### src/rtl/addr_result_return.sv
// addr_result_return: reservation and result-return controller for the
// address add (030/031) and address multiply (032) units.
// It does four things:
//   - tracks A-register reservations from issue to writeback;
//   - carries each destination tag through the unit latency;
//   - drives the single A-register write port;
//   - holds issue on operand, destination or write-slot conflicts.
// Optional feature: define ADDR_RET_MUL_EN to compile in the multiply pipe,
// the write-slot vector and 032 acceptance. Without it, 032 is foreign.
module addr_result_return #(
  parameter int MUL_LAT = 6,
  parameter int ADD_LAT = 2
) (
  input  logic        clk,
  input  logic        i_rst_n,
  input  logic        i_issue,
  input  logic [6:0]  i_instr,
  input  logic [2:0]  i_i,
  input  logic [2:0]  i_j,
  input  logic [2:0]  i_k,
  input  logic [23:0] i_add_result,
  input  logic [23:0] i_mul_result,
  output logic        o_hold,
  output logic [7:0]  o_busy,
  output logic        o_a_we,
  output logic [2:0]  o_a_waddr,
  output logic [23:0] o_a_wdata
);

  localparam logic [6:0] OP_ADD = 7'b0011000;
  localparam logic [6:0] OP_SUB = 7'b0011001;
  localparam logic [6:0] OP_MUL = 7'b0011010;

  // Catch an illegal multiply latency at elaboration rather than in silicon.
  if (MUL_LAT < 3 || MUL_LAT > 8) begin : g_bad_mul_lat
    $error("addr_result_return: MUL_LAT must be 3..8");
  end

  // Tag travelling with an op: unit = 1 selects the multiply result.
  typedef struct packed {
    logic       valid;
    logic [2:0] idx;
    logic       unit;
  } tag_t;

  logic  own_add;
  logic  own_mul;
  logic  slot_conf;
  logic  hold;
  logic  accept;
  tag_t  exit_tag;
  logic [7:0] busy_next;

  tag_t add_pipe [ADD_LAT];

  assign own_add = (i_instr == OP_ADD) || (i_instr == OP_SUB);

`ifdef ADDR_RET_MUL_EN
  tag_t mul_pipe [MUL_LAT];
  // slot[d] set means a write is already booked for the edge d edges after
  // the upcoming one (slot[0] = the upcoming edge itself).
  logic [MUL_LAT-1:0] slot;
  logic [MUL_LAT-1:0] slot_next;

  assign own_mul = (i_instr == OP_MUL);
  // A multiply books the farthest slot, so only an add can collide.
  assign slot_conf = own_add && slot[ADD_LAT];
  // Slots guarantee the two pipes never exit on the same edge.
  assign exit_tag = mul_pipe[MUL_LAT-1].valid ? mul_pipe[MUL_LAT-1]
                                              : add_pipe[ADD_LAT-1];

  // Age the slot vector by one edge and book the slot of an accepted op.
  always_comb begin
    // NOTE: default every always_comb output first so no path infers a latch.
    slot_next = slot >> 1;
    if (accept && own_mul)
      slot_next[MUL_LAT-1] = 1'b1;
    else if (accept)
      slot_next[ADD_LAT-1] = 1'b1;
  end

  // Multiply tag pipe and slot vector state.
  always_ff @(posedge clk or negedge i_rst_n) begin
    if (!i_rst_n) begin
      for (int s = 0; s < MUL_LAT; s++) mul_pipe[s] <= '0;
      slot <= '0;
    end else begin
      mul_pipe[0] <= tag_t'{valid: accept && own_mul, idx: i_i, unit: 1'b1};
      for (int s = 1; s < MUL_LAT; s++) mul_pipe[s] <= mul_pipe[s-1];
      slot <= slot_next;
    end
  end
`else
  assign own_mul   = 1'b0;
  assign slot_conf = 1'b0;
  assign exit_tag  = add_pipe[ADD_LAT-1];
`endif

  // Issue interlock: no bypass, so a busy bit clearing this edge still holds.
  always_comb begin
    hold   = i_issue && (own_add || own_mul) &&
             (o_busy[i_j] || o_busy[i_k] || o_busy[i_i] || slot_conf);
    accept = i_issue && (own_add || own_mul) && !hold;
  end

  assign o_hold = hold;

  // Reservation update: release the exiting destination, reserve the new one.
  always_comb begin
    busy_next = o_busy;
    if (exit_tag.valid) busy_next[exit_tag.idx] = 1'b0;
    if (accept)         busy_next[i_i]          = 1'b1;
  end

  // Add tag pipe, reservation bits and the registered write port.
  always_ff @(posedge clk or negedge i_rst_n) begin
    if (!i_rst_n) begin
      for (int s = 0; s < ADD_LAT; s++) add_pipe[s] <= '0;
      o_busy    <= '0;
      o_a_we    <= 1'b0;
      o_a_waddr <= '0;
      o_a_wdata <= '0;
    end else begin
      // NOTE: sequential state uses non-blocking assignments so every
      // register samples pre-edge values regardless of statement order.
      add_pipe[0] <= tag_t'{valid: accept && own_add, idx: i_i, unit: 1'b0};
      for (int s = 1; s < ADD_LAT; s++) add_pipe[s] <= add_pipe[s-1];
      o_busy <= busy_next;
      o_a_we <= exit_tag.valid;
      if (exit_tag.valid) begin
        o_a_waddr <= exit_tag.idx;
        o_a_wdata <= exit_tag.unit ? i_mul_result : i_add_result;
      end
    end
  end

endmodule

### config.mk
export PLATFORM = sky130hd
export DESIGN_NAME = addr_result_return
export DESIGN_NICKNAME = d
export VERILOG_FILES = /design/src/rtl/addr_result_return.sv
export SDC_FILE = /design/constraint.sdc
export NUM_CORES = 1
export LEC_CHECK = 0
export ABC_AREA = 1
export CAP_MARGIN = 30
export CORE_ASPECT_RATIO = 0.5
export CORE_MARGIN = 10
export CORE_UTILIZATION = 39
export DETAILED_ROUTE_END_ITERATION = 10
export GPL_ROUTABILITY_DRIVEN = 0
export PLACE_DENSITY = 0.79
export SYNTH_ARGS = -nofsm -noshare
export SYNTH_HDL_FRONTEND = slang
export SYNTH_SLANG_ARGS = --single-unit
### constraint.sdc
create_clock -name clk -period 1.93 [get_ports clk]
set_clock_uncertainty 0.2 [all_clocks]
set_input_delay 0.386 -clock clk [delete_from_list [all_inputs] [get_ports clk]]
set_output_delay 0.386 -clock clk [all_outputs]
set_load 0.02 [all_outputs]
After elaboration in Yosys (flattened, before gate mapping)
Index checks and enable logic that the tools add are counted.
Widths: inputs -> output; s select.
- bitwise operators: 3
- mux-type cells: 12
- reduce and logical (&&, ||, !) cells: 10
- eq/ne operators: 2
- $mul: 0
- shift operators: 0
- magnitude comparators: 6
- divide/modulo/power cells: 0
- add/subtract/negate cells: 0
- operators by type and width (operator ; number):
    $lt 3x4->1 const B ; 4
    $mux 8 ; 2
    $eq 7x5->1 const B ; 2
    $bmux 1 s3 ; 3
    $and 8x8->8 ; 1
    $not 8->8 ; 1
    $or 8x8->8 ; 1
    $demux 1 s3 ; 2
    $ge 3x1->1 const B ; 2
    $logic_and 1x1->1 ; 6
    $mux 1 ; 5
    $logic_or 1x1->1 ; 3
    $logic_not 1->1 ; 1
- flip-flop bits (word level): 44
- logic and storage cells: 41
- memories: 0
- latch bits: 0
- bits in read-only memories: 0
- RAM bits: 0

Logic depth before layout (Yosys ltp)
- word-level depth: 9
- gate-level depth with buffers: 10
- gate-level depth less buffers: 9

Least setup slack after synthesis
Ideal clock, no wire load.
- kind: in2out
- start: input port i_instr[1]
- end: output port o_hold
- path slack: 50 ps
- data required time: 1344 ps
- arrival: 1294 ps
- stages: 5
- path through: nor2_1 > nand3b_1 > nor4_4 > inv_1 > nor2_1
- word-level cells in the longest chain between the ends: 4
- elaborated cells on any way between the ends: 5
- ends and longest elaborated chain (what ; RTL line ; text):
    start, declared ; 17 ; input logic [6:0] i_instr,
    $eq 7x5->1 ; 56 ; assign own_add = (i_instr == OP_ADD) || (i_instr == OP_SUB);
    $logic_or 1x1->1 * ; 56 ;
    $logic_and 1x1->1 * (2 in series) ; 101 ; hold = i_issue && (own_add || own_mul) &&
    end, declared ; 23 ; output logic o_hold,
Every way passes the cells marked *; elsewhere a longest branch is shown, timed or not.

Worst setup path in the final report
- start: register o_busy[4]
- end: output port o_hold
- word-level cells in the longest chain between the ends: 5
- elaborated cells on any way between the ends: 9
- ends and longest elaborated chain (what ; RTL line ; text):
    start, declared ; 24 ; output logic [7:0] o_busy,
    start signal, assigned ; 128 ; o_busy <= busy_next;
    $bmux 1 s3 ; 102 ; (o_busy[i_j] || o_busy[i_k] || o_busy[i_i] || slot_conf);
    $mux 1 (implied by the code) ; 102 ;
    $logic_or 1x1->1 ; 102 ;
    $logic_or 1x1->1 * ; 102 ;
    $logic_and 1x1->1 * ; 101 ;
Every way passes the cells marked *; elsewhere a longest branch is shown, timed or not. The select of a mux whose other input is x is not followed.

==> results.md <==
* Final WL at 5530 um
* Max-slew violations at 0
* Reg2Reg Setup Slack at 0.30 ns
* Sequential fraction of the synthesis area at 56.8%
* Critical Path Fanout Max at 3
* Hold Crit Endpoint: add_pipe[3]$_DFF_PN0_
* Final TNS setup at -0.132 ns
* CP arrival at 1.47 ns
* CP endpoint kind: output pin
* Horiz. Die Dim at 120 um
* R2r worst-path depth at 10
* Synthesis Warnings at 0
* CTS Buf Count at 5
* Gr usage total at 13.1%
* Syn Area/Cell at 10.1 um2
* Layout Area Growth over Synthesis at 59.6%
* First-pass GRT wire length at 9030 um
* Most common cell after layout, fill and taps aside: clkdlybuf4s50_1
* Dpl hpwl at 4350 um
* Largest net degree at the start of global routing at 45
* Tcrit/Tclk final at 107%
* Hold depth at 0
* Initial antenna violation count at 0
* Combinational Power Share at 10.8%
* Inst Count DP at 355
* Die area at 0.00836 mm2
* Hold_ws at 0.151 ns
* CP Class: register to output pin
* Vias/cell at 4.73
* FMAX at 486 MHz
* Post-layout min period at 2.06 ns
* CTS root buf: clkbuf_8
* Total congestion overflow at 0
* Clock Pin Slew Worst Setup and Hold Paths at 0.08 ns
* Routed wire per std cell at 15.0 um
* Post-DP Area at 0.00293 mm2
* Sink Count at 44
* Final setup margin at -0.126 ns
* Fin util at 63.6%
* Clk buf depth at 2
* Chip Height at 69.8 um
* Fraction of layout cells with a size suffix above 1 at 27.3%
* Internal at 1.42 mW
* Sw Ratio at 21.5%
* MaxCap Viol Count at 0
* Via count at 1749
* Reg power frac at 51.7%
* Layout Nets at 366
* DRT iter0 DRCs at 100
* Synthesized Nets at 258
* Register area at 0.00110 mm2
* Data required, critical path at 1.34 ns
* TritonRoute pass-1 iters at 4
* Crit path top cell by count: nand2_1
* Clk Latency, worst-skew pair at 0.28 ns
* CP startpoint kind: register
* Layout Cells excl Fill at 370
* Post-layout total power at 1.81 mW
* Initial Util at 39.8%
* P_leak at 1.46 nW
* Status: finished, violations left
* Flops & latches, synth at 44
* Ant diodes at 0
* Final Hold Vio Count at 0
* Most frequent cells in the layout: 56 x clkdlybuf4s50_1, 44 x dfrtp_1, 40 x nand2_1
* Hold Crit Start: add_pipe[8]$_DFF_PN0_
* Failing checks: negative setup slack
* Antenna viol nets, final at 0
* # port buffers at 78
* Area of the multi-input gates at 758 um2
* Clock network fraction of design power at 37.5%
* Crit-path slowest cell: dfrtp_1
* Rows at 18
* CTS tree: yes
* Vias in the first global route at 1810
* Design area at 0.00309 mm2
* DP Worst Slack at -0.858 ns
* Max VDD drop at 312 uV
* Reg2reg start: o_busy[4]$_DFF_PN0_
* I/O pin cnt at 104
* CP Cell Sequence: inv_2 -> nand2_1 -> nand3_2 -> nand3_1 -> nand2_1 -> nand2_4 -> nor2_4 -> nor2_1 -> buf_4
* Core area at 0.00486 mm2
* Setup violations, final at 2
* Remaining DRCs at 0
* Number of distinct library cells after synthesis at 17
* Switching pwr at 0.391 mW
* Fillers at 414
* Crit path largest cell delay at 0.40 ns
* Slew @ Worst Pin at 0.530 ns
* H-tree levels at 2
* Pwr Density at 587 mW/mm2
* Crit Reg-Reg Endpoint: o_busy[1]$_DFF_PN0_
* Mapped Cells at 191
* Max-slew headroom at 64.6%
* Post-Syn Area at 0.00194 mm2
* Unrepaired setup endpoints after global routing: true
* Worst min-delay path class: register to register
metal layers:
layer | vias up | part of all wire, % | global-route usage [%] | routed length (um)
met5 | - | 0 | 0 | 0
met4 | 0 | 2.1 | 4.26 | 118
met3 | 12 | 5.0 | 2.92 | 275
met2 | 65 | 53 | 24.6 | 2910
met1 | 831 | 40 | 14.2 | 2230
li1 | 841 | - | - | -
area by class of cell:
type,instances,share of cell area [%]
Multi-Input combinational cell,121,24.5
Inverter,22,2.67
Clock buffer,6,2.35
Tap cell,70,2.83
Timing Repair Buffer,105,30.9
Clock inverter,2,1.13
Sequential cell,44,35.6
synthesized netlist by cell type, drive strengths merged:
cell type  number  share of area (%)
mux2           24                 14
a21oi           2               0.52
nor3            9                2.3
nand3          19                4.9
inv            22                4.3
nor4            1                1.1
o21a            1               0.39
nor2            5                1.4
nand2          46                9.2
dfrtp          44                 57
o21ai          12                3.1
nand3b          2               0.77
buf             4                1.4
power groups by stage:
stage / registers, mW / clock network (mW) / logic, mW
finish: 0.939 / 0.681 / 0.195
global route: 0.940 / 0.740 / 0.214
CTS: 0.939 / 0.697 / 0.194
detailed placement: 0.957 / 0 / 0.197
global placement: 0.956 / 0 / 0.189
floorplan: 0.963 / 0 / 0.0506
cells by family after synthesis:
kind of cell / after synthesis / synth area share, %
compound gates: 15 / 4.00
buf+inv: 26 / 5.62
flops: 44 / 56.8
mux: 24 / 13.9
simple gates: 82 / 19.6
worst max-delay path: cells and delay by family, from the launching register on:
kind / cells / cell delay [ns]
flops: 1 / 0.40
buf+inv: 2 / 0.25
simple gates: 7 / 0.53
worst max-delay path by stage:
stage / startpoint / to / slack [ns]
floorplan: i_instr[1] / o_hold / 0.05
detailed placement: i_k[0] / o_hold / -0.86
finish: o_busy[4]$_DFF_PN0_ / o_hold / -0.13
global route: o_busy[2]$_DFF_PN0_ / o_hold / -0.21
global placement: i_i[0] / o_hold / -0.82
CTS: o_busy[4]$_DFF_PN0_ / o_hold / -0.11
state kept, by name (all words and copies together) (netlist names):
| signal | count |
|---|---|
| add_pipe | 8 |
| o_a_waddr | 3 |
| o_a_wdata | 24 |
| o_a_we | 1 |
| o_busy | 8 |
timing repair:
item,4_1_cts,5_1_grt
hold endpoints to repair,44,0
setup endpoints to repair,9,2
setup buffers,5,1
gates resized for setup,35,13
hold buffers,1,0
pin swaps,5,8
No activity file was read; power rests on OpenSTA's default activity.
